<file path="src/rtl/dmem_arbiter_if.sv">
// Bundle of the two requester ports and the SRAM port-1 signals that
// dmem_arbiter sits between. The arbiter uses the slave view; whoever
// drives requests and models the SRAM uses the master view.
interface dmem_arbiter_if #(
   parameter int AW = 30,
   parameter int DW = 32
);
   // requester 0
   logic          req0;
   logic          we0;
   logic [AW-1:0] addr0;
   logic [DW-1:0] wdata0;
   logic          gnt0;
   logic          rvalid0;
   logic [DW-1:0] rdata0;
   // requester 1
   logic          req1;
   logic          we1;
   logic [AW-1:0] addr1;
   logic [DW-1:0] wdata1;
   logic          gnt1;
   logic          rvalid1;
   logic [DW-1:0] rdata1;
   // SRAM port 1
   logic [AW-1:0] mem_addr;
   logic          mem_write;
   logic [DW-1:0] mem_write_data;
   logic [DW-1:0] mem_read_data;

   modport slave (
      input  req0, we0, addr0, wdata0,
      input  req1, we1, addr1, wdata1,
      input  mem_read_data,
      output gnt0, rvalid0, rdata0,
      output gnt1, rvalid1, rdata1,
      output mem_addr, mem_write, mem_write_data
   );

   modport master (
      output req0, we0, addr0, wdata0,
      output req1, we1, addr1, wdata1,
      output mem_read_data,
      input  gnt0, rvalid0, rdata0,
      input  gnt1, rvalid1, rdata1,
      input  mem_addr, mem_write, mem_write_data
   );
endinterface

</file>
<file path="src/rtl/dmem_arbiter.sv">
// Two-requester arbiter for the data port of the instruction/data SRAM.
// Requester 0 is the CPU load/store unit, requester 1 the loader/debug DMA.
// Grants are combinational; read data comes back one cycle after the grant
// and is steered to whichever requester issued the read. A hold counter
// caps consecutive grants to one side while the other side is waiting.
module dmem_arbiter #(
   parameter int AW         = 30,
   parameter int DW         = 32,
   parameter int MAX_HOLD   = 4,
   parameter int FIXED_PRIO = 0
) (
   input logic          clk,
   input logic          rst,
   dmem_arbiter_if.slave bus
);

   localparam logic [3:0] HOLD_MAX = 4'(MAX_HOLD);

   logic          last_r;       // winner of the most recent grant
   logic [3:0]    hold_r;       // consecutive grants given to last_r
   logic          rd_pend_r;    // a read was accepted last cycle
   logic          rd_owner_r;   // requester that issued that read
   logic [AW-1:0] mem_addr_r;   // address of the most recent grant

   logic          any_s;        // some requester is granted this cycle
   logic          win_s;        // index of the granted requester
   logic          win_we_s;
   logic [AW-1:0] win_addr_s;
   logic [DW-1:0] win_wdata_s;
   logic          rvalid0_s;
   logic          rvalid1_s;

   // Pick the winner: lone requester wins, contention uses priority/round-robin with the hold cap
   always_comb begin
      any_s = 1'b0;
      win_s = last_r;
      if (rst) begin
         any_s = 1'b0;
         win_s = last_r;
      end else if (bus.req0 && bus.req1) begin
         any_s = 1'b1;
         if (hold_r == HOLD_MAX) begin
            win_s = ~last_r;
         end else if (FIXED_PRIO != 0) begin
            win_s = 1'b0;
         end else begin
            win_s = ~last_r;
         end
      end else if (bus.req0) begin
         any_s = 1'b1;
         win_s = 1'b0;
      end else if (bus.req1) begin
         any_s = 1'b1;
         win_s = 1'b1;
      end else begin
         any_s = 1'b0;
         win_s = last_r;
      end
   end

   // Select the winner's command fields
   always_comb begin
      win_we_s    = 1'b0;
      win_addr_s  = {AW{1'b0}};
      win_wdata_s = {DW{1'b0}};
      case (win_s)
         1'b0: begin
            win_we_s    = bus.we0;
            win_addr_s  = bus.addr0;
            win_wdata_s = bus.wdata0;
         end
         1'b1: begin
            win_we_s    = bus.we1;
            win_addr_s  = bus.addr1;
            win_wdata_s = bus.wdata1;
         end
         default: begin
            win_we_s    = 1'b0;
            win_addr_s  = {AW{1'b0}};
            win_wdata_s = {DW{1'b0}};
         end
      endcase
   end

   // Drive grants and the SRAM port; an idle port keeps the last address and never writes
   always_comb begin
      bus.gnt0           = any_s & ~win_s;
      bus.gnt1           = any_s & win_s;
      bus.mem_addr       = mem_addr_r;
      bus.mem_write      = 1'b0;
      bus.mem_write_data = {DW{1'b0}};
      if (any_s) begin
         bus.mem_addr       = win_addr_s;
         bus.mem_write      = win_we_s;
         bus.mem_write_data = win_wdata_s;
      end else begin
         bus.mem_addr       = mem_addr_r;
         bus.mem_write      = 1'b0;
         bus.mem_write_data = {DW{1'b0}};
      end
   end

   // Route the SRAM read data to the owner of last cycle's read; the other side sees zero
   always_comb begin
      rvalid0_s   = rd_pend_r & ~rd_owner_r;
      rvalid1_s   = rd_pend_r & rd_owner_r;
      bus.rvalid0 = rvalid0_s;
      bus.rvalid1 = rvalid1_s;
      bus.rdata0  = {DW{1'b0}};
      bus.rdata1  = {DW{1'b0}};
      if (rvalid0_s) begin
         bus.rdata0 = bus.mem_read_data;
      end else begin
         bus.rdata0 = {DW{1'b0}};
      end
      if (rvalid1_s) begin
         bus.rdata1 = bus.mem_read_data;
      end else begin
         bus.rdata1 = {DW{1'b0}};
      end
   end

   // Arbitration history, pending-read tracking and the held SRAM address
   always_ff @(posedge clk) begin
      if (rst) begin
         last_r     <= 1'b1;
         hold_r     <= 4'd0;
         rd_pend_r  <= 1'b0;
         rd_owner_r <= 1'b0;
         mem_addr_r <= {AW{1'b0}};
      end else begin
         rd_pend_r  <= any_s & ~win_we_s;
         rd_owner_r <= win_s;
         if (any_s) begin
            mem_addr_r <= win_addr_s;
            last_r     <= win_s;
            if (win_s == last_r) begin
               hold_r <= (hold_r >= HOLD_MAX) ? HOLD_MAX : hold_r + 4'd1;
            end else begin
               hold_r <= 4'd1;
            end
         end else begin
            hold_r <= 4'd0;
         end
      end
   end

endmodule

</file>
<file path="src/flat_wrapper.sv">
// flat-port wrapper written by rule: the top's interface ports become plain ports
module dmem_arbiter_flat 
#(
   parameter int AW         = 30,
   parameter int DW         = 32,
   parameter int MAX_HOLD   = 4,
   parameter int FIXED_PRIO = 0
)
  (clk, rst, bus_req0, bus_we0, bus_addr0, bus_wdata0, bus_req1, bus_we1, bus_addr1, bus_wdata1, bus_mem_read_data, bus_gnt0, bus_rvalid0, bus_rdata0, bus_gnt1, bus_rvalid1, bus_rdata1, bus_mem_addr, bus_mem_write, bus_mem_write_data);
  dmem_arbiter_if #(.AW(AW), .DW(DW)) bus_i ();
  input logic clk;
  input logic rst;
  input wire logic [$bits(bus_i.req0)-1:0] bus_req0;
  input wire logic [$bits(bus_i.we0)-1:0] bus_we0;
  input wire logic [$bits(bus_i.addr0)-1:0] bus_addr0;
  input wire logic [$bits(bus_i.wdata0)-1:0] bus_wdata0;
  input wire logic [$bits(bus_i.req1)-1:0] bus_req1;
  input wire logic [$bits(bus_i.we1)-1:0] bus_we1;
  input wire logic [$bits(bus_i.addr1)-1:0] bus_addr1;
  input wire logic [$bits(bus_i.wdata1)-1:0] bus_wdata1;
  input wire logic [$bits(bus_i.mem_read_data)-1:0] bus_mem_read_data;
  output wire logic [$bits(bus_i.gnt0)-1:0] bus_gnt0;
  output wire logic [$bits(bus_i.rvalid0)-1:0] bus_rvalid0;
  output wire logic [$bits(bus_i.rdata0)-1:0] bus_rdata0;
  output wire logic [$bits(bus_i.gnt1)-1:0] bus_gnt1;
  output wire logic [$bits(bus_i.rvalid1)-1:0] bus_rvalid1;
  output wire logic [$bits(bus_i.rdata1)-1:0] bus_rdata1;
  output wire logic [$bits(bus_i.mem_addr)-1:0] bus_mem_addr;
  output wire logic [$bits(bus_i.mem_write)-1:0] bus_mem_write;
  output wire logic [$bits(bus_i.mem_write_data)-1:0] bus_mem_write_data;
  assign bus_i.req0 = bus_req0;
  assign bus_i.we0 = bus_we0;
  assign bus_i.addr0 = bus_addr0;
  assign bus_i.wdata0 = bus_wdata0;
  assign bus_i.req1 = bus_req1;
  assign bus_i.we1 = bus_we1;
  assign bus_i.addr1 = bus_addr1;
  assign bus_i.wdata1 = bus_wdata1;
  assign bus_i.mem_read_data = bus_mem_read_data;
  assign bus_gnt0 = bus_i.gnt0;
  assign bus_rvalid0 = bus_i.rvalid0;
  assign bus_rdata0 = bus_i.rdata0;
  assign bus_gnt1 = bus_i.gnt1;
  assign bus_rvalid1 = bus_i.rvalid1;
  assign bus_rdata1 = bus_i.rdata1;
  assign bus_mem_addr = bus_i.mem_addr;
  assign bus_mem_write = bus_i.mem_write;
  assign bus_mem_write_data = bus_i.mem_write_data;
  dmem_arbiter #(.AW(AW), .DW(DW), .MAX_HOLD(MAX_HOLD), .FIXED_PRIO(FIXED_PRIO)) u_core (.clk(clk), .rst(rst), .bus(bus_i));
endmodule
</file>
<file path="config.mk">
export PLATFORM = sky130hd
export DESIGN_NAME = dmem_arbiter_flat
export DESIGN_NICKNAME = d
export VERILOG_FILES = /design/src/rtl/dmem_arbiter_if.sv /design/src/rtl/dmem_arbiter.sv /design/src/flat_wrapper.sv
export SDC_FILE = /design/constraint.sdc
export NUM_CORES = 1
export LEC_CHECK = 0
export CAP_MARGIN = 40
export CORE_AREA = 2 2 115 117
export CTS_CLUSTER_DIAMETER = 120
export DETAILED_ROUTE_END_ITERATION = 8
export DIE_AREA = 0 0 117 119
export GPL_TIMING_DRIVEN = 1
export HOLD_SLACK_MARGIN = 0.12
export SYNTH_ARGS = -nofsm -noshare
export SYNTH_HDL_FRONTEND = slang
export SYNTH_SLANG_ARGS = --single-unit
</file>
<file path="constraint.sdc">
create_clock -name clk -period 4.1 [get_ports clk]
set_clock_uncertainty 0.1 [all_clocks]
set_input_delay 0.82 -clock clk [delete_from_list [all_inputs] [get_ports clk]]
set_output_delay 0.82 -clock clk [all_outputs]
set_load 0.02 [all_outputs]
</file>
Yosys cells after proc, flatten, opt, wreduce, memory -nomap -nowiden

Index checks and enable logic that the tools add are counted.

Flip-flop bits (word level): 33
Logic and storage cells: 30
Bits of input ports: 162

Bitwise gates (word level): 9
Reductions and logical operators: 1
Mux-type cells: 16

Operator list:

| cell                                   | number |
|---|---|
| 32-bit 2-to-1 mux                      | 3 |
| 32-bit one-hot mux with 2 select lines | 1 |
| 30-bit one-hot mux with 2 select lines | 1 |
| 30-bit 2-to-1 mux                      | 1 |
| 1-bit 2-to-1 mux                       | 9 |
| 1-bit bitwise AND                      | 5 |
| 1-bit NOT                              | 4 |
| 1-bit one-hot mux with 2 select lines  | 1 |
| 1-bit logical AND                      | 1 |

Logic depth before layout (Yosys ltp)

Word-level depth: 8
Depth in mapped cells: 7
Gate-level depth less buffers: 3

Worst setup path after synthesis

Ideal clock, no wire load.

Path type: input to output
Start point: in rst
End point: out bus_mem_write_data[22]
Data arrival time: 2.049 ns
Stages on the path: 5
Required time: 3.180 ns
Buffers on the path: 3
Setup slack: 1.131 ns
Cells stage by stage: buf_2 -> and3b_1 -> buf_2 -> clkbuf_1 -> a22o_1

Word-level cells in the longest chain between the ends: 4
Elaborated cells on any way between the ends: 5
Those cells by class: 4 x mux; 1 x bitwise

Ends and longest elaborated chain:

| element                                | line               | text |
|---|---|---|
| start: declaration                     | flat_wrapper.sv:12 | `input logic rst;` |
| 1-bit 2-to-1 mux                       | dmem_arbiter.sv:37 | `if (rst) begin` |
| 1-bit NOT                              | dmem_arbiter.sv:66 | `case (win_s)` |
| 32-bit one-hot mux with 2 select lines | dmem_arbiter.sv:66 |  |
| 32-bit 2-to-1 mux (*)                  | dmem_arbiter.sv:92 | `if (any_s) begin` |
| end: declaration                       | flat_wrapper.sv:30 | `output wire logic [$bits(bus_i.mem_write_data)-1:0] bus_mem_write_data;` |

Mark *: on every way between the ends. The rest lies on a longest branch, timed or not.

Worst setup path after layout

Start point: in bus_req1
End point: out bus_mem_addr[3]

Word-level cells in the longest chain between the ends: 7
Elaborated cells on any way between the ends: 12
Those cells by class: 10 x mux; 1 x bitwise; 1 x reduce/logical

Ends and longest elaborated chain:

| element                                | line               | text |
|---|---|---|
| start: declaration                     | flat_wrapper.sv:17 | `input wire logic [$bits(bus_i.req1)-1:0] bus_req1;` |
| 1-bit 2-to-1 mux                       | dmem_arbiter.sv:52 | `end else if (bus.req1) begin` |
| 1-bit 2-to-1 mux                       | dmem_arbiter.sv:49 | `end else if (bus.req0) begin` |
| 1-bit 2-to-1 mux                       | dmem_arbiter.sv:40 | `end else if (bus.req0 && bus.req1) begin` |
| 1-bit 2-to-1 mux                       | dmem_arbiter.sv:37 |  |
| 1-bit NOT                              | dmem_arbiter.sv:66 |  |
| 30-bit one-hot mux with 2 select lines | dmem_arbiter.sv:66 |  |
| 30-bit 2-to-1 mux (*)                  | dmem_arbiter.sv:92 |  |
| end: declaration                       | flat_wrapper.sv:28 | `output wire logic [$bits(bus_i.mem_addr)-1:0] bus_mem_addr;` |

Marks and branches as above.

==> metrics.yaml <==
cellPowerDensity_nw_per_um2: 228.4
maxCapViolations: 0
min_from: "u_core.mem_addr_r[5]"
crit_family: "buffers and inverters"
nets: 776
vias_per_cell: 5.114
end_kind: "primary output"
final_layout_size_suffix_gt1_share_pct: 5.203
core.rowCount: 42
drtPass1Iterations: 5
core_sq_um: 12870
io_buffers: 292
drc_errors: 0
wl_per_cell_um: 19.17
grt_start_max_net_pins: 49
finalSetupViolCount: 0
critPathSlowestCell: "clkdlybuf4s50_1"
first_iter_violations: 255
ys_top_cells_by_area: "dfxtp_1 24%, and3_1 14%, a221o_1 11%, a22o_1 10%, a32oi_1 9.7%"
synth_edf_count: 0
status: "completed"
synth_top_area_cell: "dfxtp_1"
async_flop_share_pct: 0
hold_ws_ns: 0.4399
grt_pass1_wl_um: 21990
wl_um: 15160
relSlewSlack_pct: 53.05
ys_ff_latch: 33
place_ws_ns: 0.1744
worstMarginPinSlew_ns: 0.7042
synth-main-ff-cell: "dfxtp_1"
rsz0062_at_grt: "no"
clock_latency_ns: 0.27
cpMostUsedCell: "clkdlybuf4s50_1"
syn_area_per_cell_sq_um: 7.806
yosys-top-cells-count: "62 x and3_1, 34 x and2_1, 33 x dfxtp_1"
grtUsageTotal_pct: 20.20
io_pins: 293
crit_start: "bus_req1"
post-cts-setup-buffer-count: 0
yosysSeqAreaShare_pct: 24.39
cts_num_sinks: 33
fmax_ghz: 0.2553
slowest_delay_ns: 0.58
dieArea_sq_um: 13920
ctsHoldBuffers: 0
n_antenna_cell: 0
ys_warn_count: 0
finalWorstSetupSlack_ns: 0.1834
crit_required_ns: 3.18
min_period_over_period_pct: 95.53
period_needed_ns: 3.917
power.leakage_nw: 2.367
path_class: "input port to primary output"
syn_nets: 509
yosysMostFrequentCell: "and3_1"
hold_violations: 0
ys_types: 18
fin_setup_tns_ns: 0
chipWidth_um: 117
fp.dieH_um: 119
path_buf_inv: 2
ir_drop_v: 0.0001593
final.fill_count: 1261
syn_area_sq_um: 2709
drv_slew: 0
antenna_left: 0
cts_buffers: 5
grt_pass1_vias: 3804
r2r_start: "u_core.last_r"
cts_root_buffer: "clkbuf_16"
synthesis.instances: 347
grt-ovfl-total: 0
ctsResizeCount: 0
dp.final_hpwl_um: 11800
cp-start-kind: "input port"
clk_path_buf_depth: 2
critical_path_arrival_ns: 3.00
critical_path_peak_fanout: 30
antenna_found_initial: 0
area_delta_synth_final_pct: 121.0
cts.htree.levels: 2
cts_tree: "done"
place_congestion: 0.8916
hp-class: "flip-flop to flip-flop"
clk_pin_slew_ns: 0.05
routed-via-count: 4045
synth_top_area_share_pct: 24.39
start_util_pct: 21.04
crit_chain: "clkdlybuf4s50_1 > nor2_2 > or2_2 > a221o_1 > clkdlybuf4s50_1"
## report_power, final
part / switching (mW) / internal (mW)
Combinational: 0.275 / 0.340
Clock: 0.142 / 0.257
Sequential: 0.0115 / 0.342
Total: 0.429 / 0.938
## kinds of logic (layout without fill, tap and decap cells)
family,Yosys count,in the layout,synth area share (%)
buf+inv,50,318,7.760
flops,33,33,24.39
simple gates,139,139,30.62
compound gates,125,125,37.23
## worst register-to-register path, cell delays in order (launching register included)
cell,delay [ns]
dfxtp_1,0.33
nand2_2,0.06
buf_4,0.35
a32oi_1,0.17
a21oi_1,0.18
## cell usage in the layout, fill, tap and decap left out
master,Yosys,routed
or2_2,1,1
nand3_1,32,32
nor2b_4,0,1
clkdlybuf4s50_1,0,292
a221o_1,30,30
nor2_2,0,1
o21ai_0,1,1
clkbuf_16,0,5
and2_1,34,34
dfxtp_1,33,33
a32oi_1,30,30
clkinv_2,0,1
nand2_2,1,1
and3b_2,0,1
buf_12,0,3
nand2b_1,2,1
nand2b_2,0,1
a21oi_1,32,32
nor2b_1,2,1
clkbuf_8,0,2
nor2_1,2,1
and3_1,62,62
a22o_1,32,32
buf_4,0,15
nand3b_1,2,2
## layout make-up
cell class | instances | area (sq um) | area share (%)
timing repair buffer | 310 | 3095 | 51.71
multi-input combinational | 264 | 1852 | 30.94
sequential | 33 | 660.6 | 11.04
tap | 176 | 220.2 | 3.679
clock buffer | 7 | 152.6 | 2.550
clock inverter | 1 | 5.005 | 0.08361
## metal layers
layer  up-vias  track usage [%]  wire, um
met5         -                0         0
met4         0            4.559       244
met3        14            5.293      1393
met2       225            34.03      7288
met1      1899            25.62      6237
li1       1907                -         -
## sequential cells by signal, indices dropped and copies added (netlist names)
signal and count:
u_core.last_r 1, u_core.mem_addr_r 30, u_core.rd_owner_r 1, u_core.rd_pend_r 1
## through the flow
stage          cell area (sq um)  instances  power [mW]  util (%)
2_1_floorplan               2709        347      0.6165         -
3_3_place_gp                5828        783      0.9662     45.27
3_5_place_dp                5828        783      0.9713     45.27
4_1_cts                     5986        791       1.380     46.49
5_1_grt                     5986        791       1.429     46.49
6_report                    5986        791       1.367     46.49
## final timing paths
path	to	slack [ns]	cells past startpoint
setup / recovery	bus_mem_addr[3]	0.18	5
hold / removal	u_core.mem_addr_r[5]	0.44	2
setup reg to reg	u_core.mem_addr_r[18]	2.83	4
hold reg to reg	u_core.mem_addr_r[5]	0.44	2
Power figures use the tool's default switching activity.
